`src/rtl/i2c_cond_pkg.sv`:
```
// Shared types and default constants for the I2C pin-side bus conditioner.
package i2c_cond_pkg;

  localparam int unsigned FILTER_LEN_DEF    = 4;
  localparam int unsigned RECOVER_HALF_DEF  = 250;
  localparam int unsigned STUCK_TIMEOUT_DEF = 50000;
  localparam int unsigned RECOVER_PULSES    = 9;

  typedef enum logic [2:0] {
    ST_PASS,
    ST_REC_LOW,
    ST_REC_HIGH,
    ST_STOP_A,
    ST_STOP_B,
    ST_STOP_C
  } rec_state_e;

  // Bits needed to hold the values 0 .. n-1 (never less than one bit).
  function automatic int unsigned cnt_width(input int unsigned n);
    return (n < 2) ? 1 : $clog2(n);
  endfunction

endpackage

```
`src/rtl/i2c_glitch_filter.sv`:
```
// Two-flop synchroniser followed by a run-length glitch filter; the output
// only follows the input after FILTER_LEN consecutive differing samples.
module i2c_glitch_filter
  import i2c_cond_pkg::*;
#(
  parameter int unsigned FILTER_LEN = FILTER_LEN_DEF
) (
  input  logic clk,
  input  logic rst_n,
  input  logic raw_in,
  output logic filt_out
);

  localparam int unsigned CW = cnt_width(FILTER_LEN);
  localparam logic [CW-1:0] CNT_LAST = CW'(FILTER_LEN - 1);

  logic          sync1_q, sync1_d;
  logic          sync2_q, sync2_d;
  logic          filt_q, filt_d;
  logic [CW-1:0] cnt_q, cnt_d;

  always_comb begin
    sync1_d = raw_in;
    sync2_d = sync1_q;
    filt_d  = filt_q;
    cnt_d   = '0;
    // cnt_q counts how many differing samples were already seen in a row
    if (sync2_q != filt_q) begin
      if (cnt_q == CNT_LAST) begin
        filt_d = sync2_q;
      end else begin
        cnt_d = cnt_q + 1'b1;
      end
    end
  end

  always_ff @(posedge clk or negedge rst_n) begin
    if (!rst_n) begin
      sync1_q <= 1'b1;
      sync2_q <= 1'b1;
      filt_q  <= 1'b1;
      cnt_q   <= '0;
    end else begin
      sync1_q <= sync1_d;
      sync2_q <= sync2_d;
      filt_q  <= filt_d;
      cnt_q   <= cnt_d;
    end
  end

  assign filt_out = filt_q;

endmodule

```
`src/rtl/i2c_bus_conditioner.sv`:
```
// Open-drain pin front-end for the fabric I2C master: filtering, START/STOP and
// stuck-bus detection, plus a 9-clock bus recovery built when I2C_COND_RECOVERY_EN is defined.
module i2c_bus_conditioner
  import i2c_cond_pkg::*;
#(
  parameter int unsigned FILTER_LEN    = FILTER_LEN_DEF,
  parameter int unsigned RECOVER_HALF  = RECOVER_HALF_DEF,
  parameter int unsigned STUCK_TIMEOUT = STUCK_TIMEOUT_DEF
) (
  input  logic clk_clk,
  input  logic reset_reset_n,
  input  logic i2c_scl_pad_o,
  input  logic i2c_sda_pad_o,
  input  logic i2c_scl_padoen_o,
  input  logic i2c_sda_padoen_o,
  output logic i2c_scl_pad_i,
  output logic i2c_sda_pad_i,
  input  logic scl_in,
  input  logic sda_in,
  output logic scl_oe,
  output logic sda_oe,
  input  logic recover_req,
  output logic recover_busy,
  output logic bus_busy,
  output logic start_det,
  output logic stop_det,
  output logic stuck_err,
  input  logic err_clr
);

  localparam int unsigned SCW = cnt_width(STUCK_TIMEOUT + 1);
  localparam logic [SCW-1:0] STUCK_MAX = SCW'(STUCK_TIMEOUT);

  logic scl_f, sda_f;
  logic rec_busy, rec_exit;
  logic scl_oe_q, scl_oe_d;
  logic sda_oe_q, sda_oe_d;

  // Open-drain pins only ever drive 0, so the core's output values carry no information.
  logic unused_pad_o;
  assign unused_pad_o = i2c_scl_pad_o ^ i2c_sda_pad_o;

  i2c_glitch_filter #(.FILTER_LEN(FILTER_LEN)) u_scl_filt (
    .clk      (clk_clk),
    .rst_n    (reset_reset_n),
    .raw_in   (scl_in),
    .filt_out (scl_f)
  );

  i2c_glitch_filter #(.FILTER_LEN(FILTER_LEN)) u_sda_filt (
    .clk      (clk_clk),
    .rst_n    (reset_reset_n),
    .raw_in   (sda_in),
    .filt_out (sda_f)
  );

`ifdef I2C_COND_RECOVERY_EN
  localparam int unsigned HCW = cnt_width(RECOVER_HALF);
  localparam logic [HCW-1:0] HALF_LAST = HCW'(RECOVER_HALF - 1);

  rec_state_e     state_q, state_d;
  logic [HCW-1:0] half_q, half_d;
  logic [3:0]     pulse_q, pulse_d;
  logic           half_done;

  always_comb begin
    state_d   = state_q;
    half_d    = half_q;
    pulse_d   = pulse_q;
    rec_exit  = 1'b0;
    half_done = (half_q == HALF_LAST);
    case (state_q)
      ST_PASS: begin
        if (recover_req) begin
          state_d = ST_REC_LOW;
          half_d  = '0;
          pulse_d = '0;
        end
      end
      ST_REC_LOW: begin
        if (half_done) begin
          state_d = ST_REC_HIGH;
          half_d  = '0;
        end else begin
          half_d = half_q + 1'b1;
        end
      end
      ST_REC_HIGH: begin
        // A slave stretching SCL freezes the high half-period.
        if (scl_f) begin
          if (half_done) begin
            half_d  = '0;
            pulse_d = pulse_q + 4'd1;
            if (sda_f || (pulse_q == 4'(RECOVER_PULSES - 1))) begin
              state_d = ST_STOP_A;
            end else begin
              state_d = ST_REC_LOW;
            end
          end else begin
            half_d = half_q + 1'b1;
          end
        end
      end
      ST_STOP_A: begin
        if (half_done) begin
          state_d = ST_STOP_B;
          half_d  = '0;
        end else begin
          half_d = half_q + 1'b1;
        end
      end
      ST_STOP_B: begin
        if (half_done) begin
          state_d = ST_STOP_C;
          half_d  = '0;
        end else begin
          half_d = half_q + 1'b1;
        end
      end
      ST_STOP_C: begin
        if (half_done) begin
          state_d  = ST_PASS;
          half_d   = '0;
          rec_exit = 1'b1;
        end else begin
          half_d = half_q + 1'b1;
        end
      end
      default: begin
        state_d = ST_PASS;
        half_d  = '0;
      end
    endcase

    // Pin enables are decoded from the next state so they switch with it.
    case (state_d)
      ST_PASS: begin
        scl_oe_d = ~i2c_scl_padoen_o;
        sda_oe_d = ~i2c_sda_padoen_o;
      end
      ST_REC_LOW: begin
        scl_oe_d = 1'b1;
        sda_oe_d = 1'b0;
      end
      ST_STOP_A: begin
        scl_oe_d = 1'b1;
        sda_oe_d = 1'b1;
      end
      ST_STOP_B: begin
        scl_oe_d = 1'b0;
        sda_oe_d = 1'b1;
      end
      default: begin
        scl_oe_d = 1'b0;
        sda_oe_d = 1'b0;
      end
    endcase
  end

  always_ff @(posedge clk_clk or negedge reset_reset_n) begin
    if (!reset_reset_n) begin
      state_q  <= ST_PASS;
      half_q   <= '0;
      pulse_q  <= '0;
      scl_oe_q <= 1'b0;
      sda_oe_q <= 1'b0;
    end else begin
      state_q  <= state_d;
      half_q   <= half_d;
      pulse_q  <= pulse_d;
      scl_oe_q <= scl_oe_d;
      sda_oe_q <= sda_oe_d;
    end
  end

  assign rec_busy = (state_q != ST_PASS);
`else
  logic unused_rec;
  assign unused_rec = recover_req ^ (RECOVER_HALF == 0);

  always_comb begin
    scl_oe_d = ~i2c_scl_padoen_o;
    sda_oe_d = ~i2c_sda_padoen_o;
  end

  always_ff @(posedge clk_clk or negedge reset_reset_n) begin
    if (!reset_reset_n) begin
      scl_oe_q <= 1'b0;
      sda_oe_q <= 1'b0;
    end else begin
      scl_oe_q <= scl_oe_d;
      sda_oe_q <= sda_oe_d;
    end
  end

  assign rec_busy = 1'b0;
  assign rec_exit = 1'b0;
`endif

  logic           sda_prev_q, sda_prev_d;
  logic           start_det_q, start_det_d;
  logic           stop_det_q, stop_det_d;
  logic           bus_busy_q, bus_busy_d;
  logic           stuck_err_q, stuck_err_d;
  logic [SCW-1:0] stuck_cnt_q, stuck_cnt_d;
  logic           start_now, stop_now;

  always_comb begin
    sda_prev_d  = sda_f;
    start_now   = sda_prev_q & ~sda_f & scl_f;
    stop_now    = ~sda_prev_q & sda_f & scl_f;
    start_det_d = start_now;
    stop_det_d  = stop_now;

    bus_busy_d = bus_busy_q;
    if (start_now) begin
      bus_busy_d = 1'b1;
    end else if (stop_now) begin
      bus_busy_d = 1'b0;
    end
    if (rec_exit) begin
      bus_busy_d = 1'b0;
    end

    stuck_cnt_d = stuck_cnt_q;
    if (rec_busy || (scl_f && sda_f)) begin
      stuck_cnt_d = '0;
    end else if (stuck_cnt_q != STUCK_MAX) begin
      stuck_cnt_d = stuck_cnt_q + 1'b1;
    end

    // Saturated counter re-asserts the flag, so a coincident clear loses.
    stuck_err_d = stuck_err_q & ~err_clr;
    if (stuck_cnt_q == STUCK_MAX) begin
      stuck_err_d = 1'b1;
    end
  end

  always_ff @(posedge clk_clk or negedge reset_reset_n) begin
    if (!reset_reset_n) begin
      sda_prev_q  <= 1'b1;
      start_det_q <= 1'b0;
      stop_det_q  <= 1'b0;
      bus_busy_q  <= 1'b0;
      stuck_err_q <= 1'b0;
      stuck_cnt_q <= '0;
    end else begin
      sda_prev_q  <= sda_prev_d;
      start_det_q <= start_det_d;
      stop_det_q  <= stop_det_d;
      bus_busy_q  <= bus_busy_d;
      stuck_err_q <= stuck_err_d;
      stuck_cnt_q <= stuck_cnt_d;
    end
  end

  assign scl_oe        = scl_oe_q;
  assign sda_oe        = sda_oe_q;
  assign i2c_scl_pad_i = rec_busy ? 1'b1 : scl_f;
  assign i2c_sda_pad_i = rec_busy ? 1'b1 : sda_f;
  assign recover_busy  = rec_busy;
  assign bus_busy      = bus_busy_q;
  assign start_det     = start_det_q;
  assign stop_det      = stop_det_q;
  assign stuck_err     = stuck_err_q;

endmodule

```
`config.mk`:
```
export PLATFORM = sky130hd
export DESIGN_NAME = i2c_bus_conditioner
export DESIGN_NICKNAME = d
export VERILOG_FILES = /design/src/rtl/i2c_cond_pkg.sv /design/src/rtl/i2c_glitch_filter.sv /design/src/rtl/i2c_bus_conditioner.sv
export SDC_FILE = /design/constraint.sdc
export NUM_CORES = 1
export LEC_CHECK = 0
export ABC_CLOCK_PERIOD_IN_PS = 1700
export CORE_ASPECT_RATIO = 0.5
export CORE_MARGIN = 8
export CORE_UTILIZATION = 30
export DETAILED_ROUTE_END_ITERATION = 10
export PLACE_DENSITY = 0.46
export SLEW_MARGIN = 40
export SYNTH_ARGS = -nofsm -noshare
export SYNTH_HDL_FRONTEND = slang
export SYNTH_SLANG_ARGS = --single-unit
export TNS_END_PERCENT = 10
```
`constraint.sdc`:
```
create_clock -name clk_clk -period 1.7 [get_ports clk_clk]
set_clock_uncertainty 0.15 [all_clocks]
set_input_delay 0.17 -clock clk_clk [delete_from_list [all_inputs] [get_ports clk_clk]]
set_output_delay 0.17 -clock clk_clk [all_outputs]
set_load 0.1 [all_outputs]
```
==> results.md, run 1 <==
- Most frequent cells in the layout: dfrtp_1, nor2_1, nand2_1
- Die W: 114 um
- Mapped Area: 1430 um2
- P per Cell Area: 1550 nW/um2
- Finished Core Util: 41.7%
- Min Tclk post-route: 1590 ps
- CP Cell Sequence: nand3_1, nor3_2, a21oi_1, a31o_2
- Diodes inserted: 0
- Pleak: 0.830 nW
- Syn avg cell area: 11.4 um2
- Post-Syn Nets: 140
- TritonCTS clock tree: done
- Vias in the first global route: 1017
- Top_reg_cell synth: dfrtp_1
- Routability cong.: 0.721
- Mapped Cells: 126
- PortBufs: 14
- CP Max Fanout: 5
- Row cnt: 17
- Sequential-to-total area share from yosys stat: 58.3%
- WL/cell: 12.5 um
- Final slew viol count: 0
- Layout cells sized above 1: 23.7%
- DR pass1 iterations: 2
- Worst r2r path cells: 4
- CTS Buf Count: 5
- Initial Util: 31.9%
- Reg2reg setup slack: 110 ps
- Final wirelength: 2730 um
- Final setup viols: 0
- Vias/cell: 4.49
- H-tree levels: 2
- Vias: 978
- Fmax: 630 MHz
- Core area: 4490 um2
- Required @ worst endpoint: 1720 ps
- Distinct cells, synth: 34
- Worst path arrival time: 1610 ps
- Number of synthesized flops with an enable pin: 0
- RR Startpoint: stuck_cnt_q[0]
- Critical Path Max Stage Delay: 430 ps
- Clock Latency Late Sink: 280 ps
- Die area: 7380 um2
- Setup_tns: 0 ps
- Pin count of the biggest net entering global routing: 19
- Drt initial violations: 45
- Hold Slack: 92.3 ps
- Worst Setup End Kind: register
- Synth Register Bits: 33
- GR Util All Layers: 8.54%
- CTS clk-pin slew, worst paths: 60 ps
- Clock Sink Count: 33
- # nets final: 165
- Crit Path Category: reg2reg
- Reg-to-Reg End: stuck_cnt_q[13]
- Maximum VDD drop: 0.503 mV
- Critical-path top delay cell: dfrtp_1
- Tcrit/Tclk final: 93.4%
- Clock buffer depth: 2
- Ys Warns: 0
- CTS Root Cell: clkbuf_8
- Startpoint types: register
- Post-synth ARST share: 100%
- Max Cap Viol: 0
- Global-route wire length before repair: 4940 um
- CTS resizes: 0
- Die H: 64.9 um
- Post-DP HPWL: 1980 um
- Post-CTS Hold Buffers: 0
- Most common cell after layout, fill and taps aside: dfrtp_1
- Initial antenna violation count: 0
- Outcome: finished clean
- IO Count: 19
- Hold crit path type: in2async
- Final hold viol count: 0
- Grt ovf: 0
- Residual DRC: 0
- Antenna-violating nets left: 0
- Area delta synth->final: 30.6%
worst max-delay path by stage:
stage                                  to  slack, ps           startpoint  cells after the start
after detailed placement   stuck_cnt_q[1]         70      stuck_cnt_q[13]                      4
after global placement     stuck_cnt_q[1]         70      stuck_cnt_q[13]                      4
after global routing       stuck_cnt_q[1]        -20      stuck_cnt_q[13]                      5
after CTS                  stuck_cnt_q[1]         70      stuck_cnt_q[13]                      4
final                     stuck_cnt_q[13]        110       stuck_cnt_q[0]                      4
after floorplan           stuck_cnt_q[13]          5  u_sda_filt.filt_out                      4
worst max-delay path, delay by kind of cell, from the launching register on:
family / cells / cell delay, ps
AO/OA/AOI/OAI: 2 / 340
flip-flops: 1 / 430
AND/OR/NAND/NOR: 2 / 550
per-stage QoR:
stage	cells	power, mW	area, um2	setup WS (ps)
finish	218	2.91	1870	113
global route	218	3.10	1870	-15.9
CTS	217	2.95	1860	67.2
detailed placement	209	2.34	1770	67.5
global placement	209	2.33	1770	68.2
floorplan	126	1.90	1440	5.38
registers in the layout (all words and copies together), names as in the netlist:
| name | cells |
|---|---|
| u_scl_filt.sync1_q | 1 |
| stuck_cnt_q | 16 |
| sda_oe | 1 |
| u_scl_filt.filt_out | 1 |
| start_det | 1 |
| stop_det | 1 |
| u_sda_filt.sync1_q | 1 |
| stuck_err | 1 |
| u_sda_filt.sync2_q | 1 |
| u_sda_filt.filt_out | 1 |
| scl_oe | 1 |
| u_sda_filt.cnt_q | 2 |
| bus_busy | 1 |
| sda_prev_q | 1 |
| u_scl_filt.sync2_q | 1 |
| u_scl_filt.cnt_q | 2 |
area by class of cell:
class | count | area [um2]
Tap cell | 66 | 82.6
Sequential cell | 33 | 842
Inverter | 5 | 18.8
Multi-Input combinational cell | 85 | 564
Fill cell | 444 | 2620
Clock buffer | 8 | 90.1
Timing Repair Buffer | 21 | 273
synthesized netlist by cell type (3+ instances only):
cell type | instances | area share (%)
dfstp_2 | 7 | 13
o21ai_0 | 3 | 1.0
xor2_1 | 6 | 3.7
nand2_1 | 9 | 2.4
inv_1 | 5 | 1.3
xnor2_1 | 5 | 3.1
a21oi_1 | 4 | 1.4
dfrtp_1 | 26 | 45
nor2_1 | 16 | 4.2
nand4_1 | 4 | 1.7
nand3_1 | 5 | 1.7
ha_1 | 4 | 3.5
per-layer routing:
| metal | GRT usage, % | vias up | share of wire (%) |
|---|---|---|---|
| li1 | - | 480 | - |
| met5 | 0 | - | 0 |
| met1 | 10.6 | 482 | 50 |
| met4 | 4.44 | 0 | 1.8 |
| met2 | 12.4 | 11 | 44 |
| met3 | 3.51 | 5 | 3.8 |
logic make-up after synthesis:
kind of cell | Yosys count | synth area share [%]
XOR/XNOR | 11 | 6.72
AND/OR/NAND/NOR | 56 | 22.4
AO/OA/AOI/OAI | 10 | 4.19
flip-flops | 33 | 58.3
multiplexers | 3 | 2.27
buffers and inverters | 8 | 2.36
other | 1 | 0.262
adder cells (fa/ha/maj) | 4 | 3.49
power breakdown:
part / switching [mW] / total [mW] / internal (mW)
Clock: 0.271 / 0.601 / 0.330
Combinational: 0.684 / 1.13 / 0.443
Sequential: 0.180 / 1.18 / 0.998
Total: 1.14 / 2.91 / 1.77
repair_timing:
| action | CTS | global route |
|---|---|---|
| setup buffers | 0 | 1 |
| endpoints found under the hold margin | 0 | 0 |
| endpoints found under the setup margin | 0 | 3 |
No activity file was read; power rests on OpenSTA's default activity.
==> inputs of run 2 (changes only) <==
--- a/config.mk
+++ b/config.mk
@@ -6,12 +6,13 @@
 export NUM_CORES = 1
 export LEC_CHECK = 0
 export ABC_CLOCK_PERIOD_IN_PS = 1700
+export CAP_MARGIN = 25
 export CORE_ASPECT_RATIO = 0.5
 export CORE_MARGIN = 8
 export CORE_UTILIZATION = 30
 export DETAILED_ROUTE_END_ITERATION = 10
 export PLACE_DENSITY = 0.46
-export SLEW_MARGIN = 40
+export SLEW_MARGIN = 20
 export SYNTH_ARGS = -nofsm -noshare
 export SYNTH_HDL_FRONTEND = slang
 export SYNTH_SLANG_ARGS = --single-unit
==> results of run 2 <==
Final layout, timing and power as in run 1 (identical DEF).
